===== src/rtl/multicycle_control_pkg.sv =====
// Shared MIPS definitions for the multi-cycle control path: opcode/funct constants,
// FSM state encoding, datapath mux encodings and the instruction-class decoder.
package mips_defs;

  // Opcodes (IR[31:26])
  localparam logic [5:0] OpRtype = 6'h00;
  localparam logic [5:0] OpJ     = 6'h02;
  localparam logic [5:0] OpJal   = 6'h03;
  localparam logic [5:0] OpBeq   = 6'h04;
  localparam logic [5:0] OpAddi  = 6'h08;
  localparam logic [5:0] OpAddiu = 6'h09;
  localparam logic [5:0] OpSlti  = 6'h0a;
  localparam logic [5:0] OpSltiu = 6'h0b;
  localparam logic [5:0] OpAndi  = 6'h0c;
  localparam logic [5:0] OpLui   = 6'h0f;
  localparam logic [5:0] OpLw    = 6'h23;
  localparam logic [5:0] OpSw    = 6'h2b;

  // R-type funct codes (IR[5:0])
  localparam logic [5:0] FnSll  = 6'h00;
  localparam logic [5:0] FnSrl  = 6'h02;
  localparam logic [5:0] FnSra  = 6'h03;
  localparam logic [5:0] FnJr   = 6'h08;
  localparam logic [5:0] FnJalr = 6'h09;
  localparam logic [5:0] FnAdd  = 6'h20;
  localparam logic [5:0] FnAddu = 6'h21;
  localparam logic [5:0] FnSub  = 6'h22;
  localparam logic [5:0] FnSubu = 6'h23;
  localparam logic [5:0] FnAnd  = 6'h24;
  localparam logic [5:0] FnOr   = 6'h25;
  localparam logic [5:0] FnXor  = 6'h26;
  localparam logic [5:0] FnNor  = 6'h27;
  localparam logic [5:0] FnSlt  = 6'h2a;
  localparam logic [5:0] FnSltu = 6'h2b;

  // Mux / ALU encodings
  localparam logic [1:0] AluOpAdd    = 2'b00;
  localparam logic [1:0] AluOpSub    = 2'b01;
  localparam logic [1:0] AluOpFunct  = 2'b10;
  localparam logic [1:0] AluOpOpcode = 2'b11;

  localparam logic [1:0] PcSrcAlu    = 2'b00;
  localparam logic [1:0] PcSrcAluOut = 2'b01;
  localparam logic [1:0] PcSrcJump   = 2'b10;
  localparam logic [1:0] PcSrcRs     = 2'b11;

  localparam logic [1:0] RegDstRt = 2'b00;
  localparam logic [1:0] RegDstRd = 2'b01;
  localparam logic [1:0] RegDstRa = 2'b10;

  localparam logic [1:0] MemtoRegAluOut = 2'b00;
  localparam logic [1:0] MemtoRegMdr    = 2'b01;
  localparam logic [1:0] MemtoRegPc     = 2'b10;

  localparam logic [1:0] SrcAPc    = 2'b00;
  localparam logic [1:0] SrcARs    = 2'b01;
  localparam logic [1:0] SrcAShamt = 2'b10;

  localparam logic [1:0] SrcBRt     = 2'b00;
  localparam logic [1:0] SrcBFour   = 2'b01;
  localparam logic [1:0] SrcBImm    = 2'b10;
  localparam logic [1:0] SrcBImmSl2 = 2'b11;

  typedef enum logic [3:0] {
    StFetch    = 4'd0,
    StDecode   = 4'd1,
    StMemAddr  = 4'd2,
    StMemRead  = 4'd3,
    StMemWb    = 4'd4,
    StMemWrite = 4'd5,
    StRExec    = 4'd6,
    StRWb      = 4'd7,
    StIExec    = 4'd8,
    StIWb      = 4'd9,
    StBranch   = 4'd10,
    StJump     = 4'd11,
    StJr       = 4'd12
  } state_e;

  typedef enum logic [2:0] {
    ClsMem, ClsR, ClsJr, ClsBranch, ClsJump, ClsIAlu, ClsIllegal
  } class_e;

  typedef struct packed {
    logic       pc_write;
    logic       pc_write_cond;
    logic [1:0] pc_source;
    logic       iord;
    logic       mem_read;
    logic       mem_write;
    logic       ir_write;
    logic       reg_write;
    logic [1:0] reg_dst;
    logic [1:0] memto_reg;
    logic [1:0] alu_src_a;
    logic [1:0] alu_src_b;
    logic [1:0] alu_op;
    logic       ext_op;
    logic       lu_op;
    logic       instr_done;
    logic       illegal;
  } ctrl_t;

  function automatic class_e decode_class(logic [5:0] op, logic [5:0] funct);
    class_e cls;
    cls = ClsIllegal;
    case (op)
      OpRtype: begin
        case (funct)
          FnJr, FnJalr: cls = ClsJr;
          FnSll, FnSrl, FnSra, FnAdd, FnAddu, FnSub, FnSubu,
          FnAnd, FnOr, FnXor, FnNor, FnSlt, FnSltu: cls = ClsR;
          default: cls = ClsIllegal;
        endcase
      end
      OpLw, OpSw:                                     cls = ClsMem;
      OpBeq:                                          cls = ClsBranch;
      OpJ, OpJal:                                     cls = ClsJump;
      OpAddi, OpAddiu, OpSlti, OpSltiu, OpAndi, OpLui: cls = ClsIAlu;
      default:                                        cls = ClsIllegal;
    endcase
    return cls;
  endfunction

endpackage


===== src/rtl/multicycle_control_if.sv =====
// Control <-> datapath bundle for the multi-cycle MIPS core.
// master: the control FSM (reads IR fields, Zero, mem_ready; drives all controls).
// slave:  the datapath/memory side.
interface multicycle_control_if;
  logic [5:0] OpCode;
  logic [5:0] Funct;
  logic       Zero;
  logic       mem_ready;
  logic       PCWrite;
  logic       PCWriteCond;
  logic [1:0] PCSource;
  logic       IorD;
  logic       MemRead;
  logic       MemWrite;
  logic       IRWrite;
  logic       RegWrite;
  logic [1:0] RegDst;
  logic [1:0] MemtoReg;
  logic [1:0] ALUSrcA;
  logic [1:0] ALUSrcB;
  logic [1:0] ALUOp;
  logic       ExtOp;
  logic       LuOp;
  logic       instr_done;
  logic       illegal;
  logic       mem_err;

  modport master (
    input  OpCode, Funct, Zero, mem_ready,
    output PCWrite, PCWriteCond, PCSource, IorD, MemRead, MemWrite, IRWrite, RegWrite,
           RegDst, MemtoReg, ALUSrcA, ALUSrcB, ALUOp, ExtOp, LuOp, instr_done, illegal,
           mem_err
  );

  modport slave (
    output OpCode, Funct, Zero, mem_ready,
    input  PCWrite, PCWriteCond, PCSource, IorD, MemRead, MemWrite, IRWrite, RegWrite,
           RegDst, MemtoReg, ALUSrcA, ALUSrcB, ALUOp, ExtOp, LuOp, instr_done, illegal,
           mem_err
  );
endinterface


===== src/rtl/multicycle_outdec.sv =====
// Output decoder: current FSM state + OpCode/Funct (+ mem_ready for the handshake
// states) -> datapath control word. Purely combinational.
//   state_i     current FSM state
//   op_i        IR[31:26]
//   funct_i     IR[5:0]
//   mem_ready_i memory completes the current access this cycle
//   ctrl_o      control word; fields not set for a state stay 0
module multicycle_outdec
  import mips_defs::*;
(
  input  state_e     state_i,
  input  logic [5:0] op_i,
  input  logic [5:0] funct_i,
  input  logic       mem_ready_i,
  output ctrl_t      ctrl_o
);

  logic is_shift;
  logic is_link_jump;
  logic is_link_jr;

  assign is_shift     = (funct_i == FnSll) || (funct_i == FnSrl) || (funct_i == FnSra);
  assign is_link_jump = (op_i == OpJal);
  assign is_link_jr   = (funct_i == FnJalr);

  always_comb begin
    ctrl_o = '0;
    unique case (state_i)
      StFetch: begin
        ctrl_o.mem_read = 1'b1;
        if (mem_ready_i) begin
          ctrl_o.ir_write  = 1'b1;
          ctrl_o.pc_write  = 1'b1;
          ctrl_o.alu_src_b = SrcBFour;
        end
      end
      StDecode: begin
        // Speculatively compute the branch target into ALUOut.
        ctrl_o.alu_src_b = SrcBImmSl2;
        ctrl_o.illegal   = (decode_class(op_i, funct_i) == ClsIllegal);
      end
      StMemAddr: begin
        ctrl_o.alu_src_a = SrcARs;
        ctrl_o.alu_src_b = SrcBImm;
        ctrl_o.ext_op    = 1'b1;
      end
      StMemRead: begin
        ctrl_o.mem_read = 1'b1;
        ctrl_o.iord     = 1'b1;
      end
      StMemWb: begin
        ctrl_o.reg_write  = 1'b1;
        ctrl_o.memto_reg  = MemtoRegMdr;
        ctrl_o.instr_done = 1'b1;
      end
      StMemWrite: begin
        ctrl_o.mem_write  = 1'b1;
        ctrl_o.iord       = 1'b1;
        ctrl_o.instr_done = mem_ready_i;
      end
      StRExec: begin
        ctrl_o.alu_src_a = is_shift ? SrcAShamt : SrcARs;
        ctrl_o.alu_op    = AluOpFunct;
      end
      StRWb: begin
        ctrl_o.reg_write  = 1'b1;
        ctrl_o.reg_dst    = RegDstRd;
        ctrl_o.instr_done = 1'b1;
      end
      StIExec: begin
        ctrl_o.alu_src_a = SrcARs;
        ctrl_o.alu_src_b = SrcBImm;
        ctrl_o.alu_op    = AluOpOpcode;
        ctrl_o.ext_op    = (op_i != OpAndi);
        ctrl_o.lu_op     = (op_i == OpLui);
      end
      StIWb: begin
        ctrl_o.reg_write  = 1'b1;
        ctrl_o.instr_done = 1'b1;
      end
      StBranch: begin
        ctrl_o.alu_src_a     = SrcARs;
        ctrl_o.alu_op        = AluOpSub;
        ctrl_o.pc_write_cond = 1'b1;
        ctrl_o.pc_source     = PcSrcAluOut;
        ctrl_o.instr_done    = 1'b1;
      end
      StJump: begin
        ctrl_o.pc_write   = 1'b1;
        ctrl_o.pc_source  = PcSrcJump;
        ctrl_o.instr_done = 1'b1;
        // PC already holds PC+4, which is the link value.
        if (is_link_jump) begin
          ctrl_o.reg_write = 1'b1;
          ctrl_o.reg_dst   = RegDstRa;
          ctrl_o.memto_reg = MemtoRegPc;
        end
      end
      StJr: begin
        ctrl_o.pc_write   = 1'b1;
        ctrl_o.pc_source  = PcSrcRs;
        ctrl_o.instr_done = 1'b1;
        if (is_link_jr) begin
          ctrl_o.reg_write = 1'b1;
          ctrl_o.reg_dst   = RegDstRa;
          ctrl_o.memto_reg = MemtoRegPc;
        end
      end
      default: ctrl_o = '0;
    endcase
  end

endmodule


===== src/rtl/multicycle_control.sv =====
// Multi-cycle MIPS control FSM: state register, next-state logic and memory watchdog.
// Output decoding lives in multicycle_outdec.
//   clk    system clock
//   reset  asynchronous active-low reset; forces all outputs to 0 while low
//   bus    control bundle (master side)
// MEM_TIMEOUT = 0 disables the watchdog.
module multicycle_control
  import mips_defs::*;
#(
  parameter int unsigned STATE_W     = 4,
  parameter int unsigned MEM_TIMEOUT = 0
) (
  input  logic                 clk,
  input  logic                 reset,
  multicycle_control_if.master bus
);

  localparam int unsigned CntW = (MEM_TIMEOUT > 0) ? $clog2(MEM_TIMEOUT + 1) : 1;

  logic [STATE_W-1:0] state_q, state_d;
  logic [CntW-1:0]    count_q, count_d;
  state_e             state_cur, state_nxt;
  class_e             cls;
  logic               wait_st;
  logic               abort;
  ctrl_t              ctrl_dec, ctrl;

  // Zero gates PCWriteCond inside the datapath, not here.
  logic unused_zero;
  assign unused_zero = bus.Zero;

  assign state_cur = state_e'(state_q);

  always_comb begin
    cls     = decode_class(bus.OpCode, bus.Funct);
    wait_st = (state_cur == StFetch) || (state_cur == StMemRead) || (state_cur == StMemWrite);
    // mem_ready wins on the timeout cycle.
    abort   = (MEM_TIMEOUT != 0) && wait_st && !bus.mem_ready &&
              (count_q == CntW'(MEM_TIMEOUT));

    state_nxt = state_cur;
    unique case (state_cur)
      StFetch:    if (bus.mem_ready) state_nxt = StDecode;
      StDecode: begin
        unique case (cls)
          ClsMem:    state_nxt = StMemAddr;
          ClsR:      state_nxt = StRExec;
          ClsJr:     state_nxt = StJr;
          ClsBranch: state_nxt = StBranch;
          ClsJump:   state_nxt = StJump;
          ClsIAlu:   state_nxt = StIExec;
          default:   state_nxt = StFetch;
        endcase
      end
      StMemAddr:  state_nxt = (bus.OpCode == OpLw) ? StMemRead : StMemWrite;
      StMemRead:  if (bus.mem_ready) state_nxt = StMemWb;
      StMemWrite: if (bus.mem_ready) state_nxt = StFetch;
      StRExec:    state_nxt = StRWb;
      StIExec:    state_nxt = StIWb;
      default:    state_nxt = StFetch;
    endcase
    if (abort) state_nxt = StFetch;
    state_d = STATE_W'(state_nxt);

    // Abort also clears: a FETCH timeout does not change state.
    if (abort || (state_d != state_q)) begin
      count_d = '0;
    end else if ((MEM_TIMEOUT != 0) && wait_st && !bus.mem_ready) begin
      count_d = count_q + 1'b1;
    end else begin
      count_d = count_q;
    end
  end

  always_ff @(posedge clk or negedge reset) begin
    if (!reset) begin
      state_q <= STATE_W'(StFetch);
      count_q <= '0;
    end else begin
      state_q <= state_d;
      count_q <= count_d;
    end
  end

  multicycle_outdec u_outdec (
    .state_i     (state_cur),
    .op_i        (bus.OpCode),
    .funct_i     (bus.Funct),
    .mem_ready_i (bus.mem_ready),
    .ctrl_o      (ctrl_dec)
  );

  always_comb begin
    ctrl = ctrl_dec;
    if (abort) begin
      ctrl.ir_write   = 1'b0;
      ctrl.pc_write   = 1'b0;
      ctrl.reg_write  = 1'b0;
      ctrl.mem_write  = 1'b0;
      ctrl.instr_done = 1'b0;
    end
    if (!reset) ctrl = '0;
  end

  assign bus.PCWrite     = ctrl.pc_write;
  assign bus.PCWriteCond = ctrl.pc_write_cond;
  assign bus.PCSource    = ctrl.pc_source;
  assign bus.IorD        = ctrl.iord;
  assign bus.MemRead     = ctrl.mem_read;
  assign bus.MemWrite    = ctrl.mem_write;
  assign bus.IRWrite     = ctrl.ir_write;
  assign bus.RegWrite    = ctrl.reg_write;
  assign bus.RegDst      = ctrl.reg_dst;
  assign bus.MemtoReg    = ctrl.memto_reg;
  assign bus.ALUSrcA     = ctrl.alu_src_a;
  assign bus.ALUSrcB     = ctrl.alu_src_b;
  assign bus.ALUOp       = ctrl.alu_op;
  assign bus.ExtOp       = ctrl.ext_op;
  assign bus.LuOp        = ctrl.lu_op;
  assign bus.instr_done  = ctrl.instr_done;
  assign bus.illegal     = ctrl.illegal;
  assign bus.mem_err     = reset && abort;

endmodule


===== src/flat_wrapper.sv =====
// flat-port wrapper written by rule: the top's interface ports become plain ports
module multicycle_control_flat import mips_defs::*;
#(
  parameter int unsigned STATE_W     = 4,
  parameter int unsigned MEM_TIMEOUT = 0
)
  (clk, reset, bus_OpCode, bus_Funct, bus_Zero, bus_mem_ready, bus_PCWrite, bus_PCWriteCond, bus_PCSource, bus_IorD, bus_MemRead, bus_MemWrite, bus_IRWrite, bus_RegWrite, bus_RegDst, bus_MemtoReg, bus_ALUSrcA, bus_ALUSrcB, bus_ALUOp, bus_ExtOp, bus_LuOp, bus_instr_done, bus_illegal, bus_mem_err);
  multicycle_control_if bus_i ();
  input  logic clk;
  input  logic reset;
  input wire logic [$bits(bus_i.OpCode)-1:0] bus_OpCode;
  input wire logic [$bits(bus_i.Funct)-1:0] bus_Funct;
  input wire logic [$bits(bus_i.Zero)-1:0] bus_Zero;
  input wire logic [$bits(bus_i.mem_ready)-1:0] bus_mem_ready;
  output wire logic [$bits(bus_i.PCWrite)-1:0] bus_PCWrite;
  output wire logic [$bits(bus_i.PCWriteCond)-1:0] bus_PCWriteCond;
  output wire logic [$bits(bus_i.PCSource)-1:0] bus_PCSource;
  output wire logic [$bits(bus_i.IorD)-1:0] bus_IorD;
  output wire logic [$bits(bus_i.MemRead)-1:0] bus_MemRead;
  output wire logic [$bits(bus_i.MemWrite)-1:0] bus_MemWrite;
  output wire logic [$bits(bus_i.IRWrite)-1:0] bus_IRWrite;
  output wire logic [$bits(bus_i.RegWrite)-1:0] bus_RegWrite;
  output wire logic [$bits(bus_i.RegDst)-1:0] bus_RegDst;
  output wire logic [$bits(bus_i.MemtoReg)-1:0] bus_MemtoReg;
  output wire logic [$bits(bus_i.ALUSrcA)-1:0] bus_ALUSrcA;
  output wire logic [$bits(bus_i.ALUSrcB)-1:0] bus_ALUSrcB;
  output wire logic [$bits(bus_i.ALUOp)-1:0] bus_ALUOp;
  output wire logic [$bits(bus_i.ExtOp)-1:0] bus_ExtOp;
  output wire logic [$bits(bus_i.LuOp)-1:0] bus_LuOp;
  output wire logic [$bits(bus_i.instr_done)-1:0] bus_instr_done;
  output wire logic [$bits(bus_i.illegal)-1:0] bus_illegal;
  output wire logic [$bits(bus_i.mem_err)-1:0] bus_mem_err;
  assign bus_i.OpCode = bus_OpCode;
  assign bus_i.Funct = bus_Funct;
  assign bus_i.Zero = bus_Zero;
  assign bus_i.mem_ready = bus_mem_ready;
  assign bus_PCWrite = bus_i.PCWrite;
  assign bus_PCWriteCond = bus_i.PCWriteCond;
  assign bus_PCSource = bus_i.PCSource;
  assign bus_IorD = bus_i.IorD;
  assign bus_MemRead = bus_i.MemRead;
  assign bus_MemWrite = bus_i.MemWrite;
  assign bus_IRWrite = bus_i.IRWrite;
  assign bus_RegWrite = bus_i.RegWrite;
  assign bus_RegDst = bus_i.RegDst;
  assign bus_MemtoReg = bus_i.MemtoReg;
  assign bus_ALUSrcA = bus_i.ALUSrcA;
  assign bus_ALUSrcB = bus_i.ALUSrcB;
  assign bus_ALUOp = bus_i.ALUOp;
  assign bus_ExtOp = bus_i.ExtOp;
  assign bus_LuOp = bus_i.LuOp;
  assign bus_instr_done = bus_i.instr_done;
  assign bus_illegal = bus_i.illegal;
  assign bus_mem_err = bus_i.mem_err;
  multicycle_control #(.STATE_W(STATE_W), .MEM_TIMEOUT(MEM_TIMEOUT)) u_core (.clk(clk), .reset(reset), .bus(bus_i));
endmodule

===== config.mk =====
export PLATFORM = sky130hd
export DESIGN_NAME = multicycle_control_flat
export DESIGN_NICKNAME = d
export VERILOG_FILES = /design/src/rtl/multicycle_control_pkg.sv /design/src/rtl/multicycle_control_if.sv /design/src/rtl/multicycle_outdec.sv /design/src/rtl/multicycle_control.sv /design/src/flat_wrapper.sv
export SDC_FILE = /design/constraint.sdc
export NUM_CORES = 1
export LEC_CHECK = 0
export ABC_AREA = 1
export CAP_MARGIN = 20
export CORE_MARGIN = 3
export CORE_UTILIZATION = 36
export DETAILED_ROUTE_END_ITERATION = 6
export PLACE_DENSITY = 0.77
export SETUP_SLACK_MARGIN = 0.5
export SYNTH_ARGS = -nofsm -noshare
export SYNTH_HDL_FRONTEND = slang
export SYNTH_SLANG_ARGS = --single-unit

===== constraint.sdc =====
create_clock -name clk -period 1.3 [get_ports clk]
set_input_delay 0.195 -clock clk [delete_from_list [all_inputs] [get_ports clk]]
set_output_delay 0.195 -clock clk [all_outputs]
set_load 0.03 [all_outputs]

==> flow_summary_export.csv, run 1 <==
group,metric,value,unit
status,status,"aborted with a tool error",
status,stop_stage,"4_1_cts",
status,firstError,"[ERROR DPL-0038] Utilization greater than 100%, impossible to legalize",
place,io_buffers,37,
logic_synthesis,synth_top_area_frac,0.150,
clocking,h-tree-depth,1,
logic_synthesis,synth_seq_cells,4,
logic_synthesis,synth_top_area_cell,"nand2_1",
floorplan,row_count,16,
logic_synthesis,syn_avg_cell_area,5.28,sq um
logic_synthesis,syn-cell-area,802,sq um
floorplan,die_width,53.2,microns
logic_synthesis,synth.yosys.warnings,0,
clocking,cts_resized,85,
logic_synthesis,synth_area_leaders,"nand2_1 (15%), dfrtp_1 (12%), nor2_1 (12%)",
logic_synthesis,yosys.cell_types.count,28,
clocking,root_buffer,"clkbuf_4",
place,numPlacedInstances,254,
clocking,cts_buffers,3,
clocking,post_cts_buffers,17,
logic_synthesis,syn_nets,168,
clocking,cts.path.max_buffers,2,
floorplan,io_pins,40,
logic_synthesis,synth_cells,152,
clocking,cts_hold_buf,0,
floorplan,initial_core_util,0.393,
clocking,cts_sinks,4,
place,detailed_place_hpwl,2930,microns
place,gp_congestion,0.903,
floorplan,die_height,53.2,microns
logic_synthesis,ys_seq_area_frac,0.125,
==> cells by family after synthesis <==
kind of cell,synth area share
other cells,0.00468
flops,0.125
compound gates,0.158
buf+inv,0.145
simple gates,0.568
==> stage by stage <==
| step | TNS, ns | cell area, sq um | util | worst slack, ns |
|---|---|---|---|---|
| after floorplan | -2.63 | 1050 | - | -0.238 |
| after detailed placement | -9.52 | 1740 | 0.852 | -0.694 |
| after global placement | -8.68 | 1740 | 0.852 | -0.604 |
==> cells in the mapped netlist <==
master / count
inv_2: 6
nand2_1: 32
nor3_1: 6
a21oi_1: 8
clkbuf_1: 2
nor2_4: 2
nand3_2: 1
clkinv_1: 1
a32oi_1: 1
o22ai_1: 1
nor4_2: 1
o2111ai_1: 1
nor2_1: 26
nand4_1: 1
buf_4: 1
o31ai_1: 1
o21ai_0: 5
conb_1: 1
nor3_2: 1
dfrtp_1: 4
a41oi_1: 2
inv_1: 20
nor2_2: 10
o21ai_1: 1
nand3b_1: 1
nand2_2: 1
nand3_1: 14
a211oi_1: 1
==> inputs of run 2 (changes only) <==
Settings changed: CORE_AREA set to 3 3 64 66, CORE_MARGIN 3 to not set, CORE_UTILIZATION 36 to not set, DIE_AREA set to 0 0 67 69, PLACE_DENSITY 0.77 to not set, PLACE_DENSITY_LB_ADDON set to 0.15, SETUP_SLACK_MARGIN 0.5 to not set.
Clock period 1.3 ns to 1.7 ns, I/O delays scaled along.
==> run 2 against run 1 <==
Net effect: the flow now finishes, with violations (negative setup slack); synthesized cell count did not move; area after synthesis unchanged.
==> flow_summary_export.csv, run 2 <==
group,metric,value,unit
status,status,"finished, violations left",
status,violations,"negative setup slack",
routing,vias_per_cell,4.57,
run,maxCapViolCount,0,
routing,ant_nets,0,
setup_path,critPathLaunchType,"flop",
clocking,h-tree-depth,1,
global_route,antenna_found_initial,0,
logic_synthesis,ys_seq_area_frac,0.125,
sta,min_period,1.81,ns
sta,finalHoldViolCount,0,
power,irDropWorstVdd,0.616,mV
logic_synthesis,synth_cells,152,
sta,finalMaxSlewViolations,0,
place,numPlacedInstances,261,
cells_and_area,multiInputGateArea,803,sq um
setup_path,worstSetupPathType,"reg -> out",
cells_and_area,largest_reg_flops,4,
cells_and_area,drive_above_1_share,0.603,
sta,finalSetupViolCount,12,
logic_synthesis,syn-cell-area,802,sq um
routing,drt_iter0_drc,55,
cells_and_area,diodes,0,
logic_synthesis,syn_nets,168,
floorplan,core_area,3630,sq um
logic_synthesis,synth.most_common_cell,"nand2_1",
cells_and_area,design_area,1770,sq um
global_route,grt_start_max_net_pins,15,
logic_synthesis,synth-edff-count,0,
cells_and_area,layout_commonest_cell,"buf_4",
logic_synthesis,ys.flop_type,"dfrtp_1",
logic_synthesis,postSynth.asyncResetShare,1.00,
routing,first_pass_iters,4,
clocking,cts_sinks,4,
logic_synthesis,synthTopCellsByCount,"nand2_1 (32), nor2_1 (26), inv_1 (20)",
clocking,clock_latency,0.22,ns
logic_synthesis,synth_seq_cells,4,
clocking,cts_tree,"yes",
setup_path,critPathCaptureType,"output pin",
floorplan,dieArea,4620,sq um
clocking,clk_pin_slew,0.03,ns
setup_path,worstPathRequired,1.44,ns
sta,fmax,552,MHz
cells_and_area,n_fill_cell,378,
clocking,root_buffer,"clkbuf_8",
power,leakage,0.850,nW
floorplan,die_height,69,microns
logic_synthesis,synth_top_area_cell,"nand2_1",
logic_synthesis,synth_top_area_frac,0.150,
cells_and_area,final_cell_mix,"buf_4 (50), nand2_1 (22)",
logic_synthesis,yosys.cell_types.count,28,
floorplan,io_pins,40,
worst_hold_path,hp-class,"in -> async",
global_route,grt_use_total,0.145,
routing,wl,3300,microns
routing,drc,0,
clocking,cts_buffers,3,
logic_synthesis,synth.yosys.warnings,0,
clocking,cts.path.max_buffers,2,
sta,finClkSkew,0.00520,ns
place,detailed_place_hpwl,2590,microns
place,io_buffers,37,
cells_and_area,finish.utilization,0.487,
cells_and_area,register_area,101,sq um
logic_synthesis,syn_avg_cell_area,5.28,sq um
place,gp_congestion,0.855,
sta,grt_setup_unrepaired,"yes",
cells_and_area,syn_to_final_growth,121,%
cells_and_area,nNetsFinal,247,
floorplan,row_count,22,
sta,setup_ws,-0.110,ns
floorplan,initial_core_util,0.221,
cells_and_area,layout.cells.non_filler,277,
clocking,cts_hold_buf,0,
setup_path,cp_max_fo,4,
global_route,grt_pass1_wl,5320,microns
floorplan,die_width,67,microns
sta,fin_crit_sh,1.06,
global_route,grt_pass1_vias,1232,
setup_path,arrival,1.56,ns
logic_synthesis,synth_area_leaders,"nand2_1 (15%), dfrtp_1 (12%), nor2_1 (12%)",
routing,vias,1266,
routing,wl_per_cell,11.9,microns
global_route,grt_overflow,0,
place,place_area,1410,sq um
power,p_per_area,1180,nW/um^2
-- run 2: cell counts after synthesis --
No cell type changed its count.
-- run 2: path summary, 6_finish.rpt --
path                                        to  depth (start not counted)           startpoint  slack (ns)
setup / recovery                 bus_RegDst[1]                          6  u_core.state_cur[0]       -0.11
hold / removal             u_core.state_cur[0]                          2                reset        0.35
setup reg to reg           u_core.state_cur[0]                          9  u_core.state_cur[1]        0.15
hold reg to reg            u_core.state_cur[0]                          3  u_core.state_cur[0]        0.76
max in group asynchronous  u_core.state_cur[3]                          2                reset        1.20
min in group clk           u_core.state_cur[2]                          7        bus_OpCode[4]        0.60
-- run 2: timing repair --
item | 4_1_cts | 5_1_grt
endpoints found under the setup margin | 19 | 22
resized for setup | 58 | 36
buffers inserted | 8 | 5
pin swaps | 18 | 10
endpoints found under the hold margin | 0 | 0
-- run 2: kinds of logic after synthesis --
logic type      Yosys count  synth area share
simple gates             96             0.568
buf+inv                  30             0.145
compound gates           21             0.158
flops                     4             0.125
other cells               1           0.00468
-- run 2: metal layers --
layer	global-route usage	up-vias	wire length (microns)
li1	-	644	-
met1	0.181	579	1400
met2	0.252	41	1680
met3	0.0342	2	202
met4	0.0180	0	10
met5	0	-	0
-- run 2: per-stage QoR --
step,power (W),setup WS [ns],setup TNS [ns],hold slack [ns]
4_1_cts,0.00185,-0.126,-1.02,0.345
6_report,0.00209,-0.110,-0.762,0.350
2_1_floorplan,0.000942,-0.163,-0.327,-0.0406
5_1_grt,0.00223,-0.229,-2.54,0.384
3_5_place_dp,0.00144,-0.381,-1.95,0.576
3_3_place_gp,0.00144,-0.347,-1.67,0.564
-- run 2: layout make-up --
type | count | area share
clock buffers | 3 | 0.0233
inverters | 27 | 0.0587
multi-input cells | 118 | 0.454
flip-flops and latches | 4 | 0.0573
well taps | 48 | 0.0339
repair buffers | 77 | 0.373
-- run 2: worst max-delay path, stage by stage, from the launching register on --
cell     delay, ns
dfrtp_1       0.41
nor2_2        0.13
inv_2         0.09
nor3_4        0.18
a32oi_2       0.17
nor3_1        0.16
buf_4         0.19
-- run 2: where the power goes --
group | switching, W | total [W] | internal, W | leakage, nW
logic | 0.000987 | 0.00169 | 0.000707 | 0.777
registers | 0.0000515 | 0.000190 | 0.000139 | 0.0513
clock network | 0.0000505 | 0.000202 | 0.000151 | 0.0216
total | 0.00109 | 0.00209 | 0.000997 | 0.850
(Power assumes the default switching activity.)
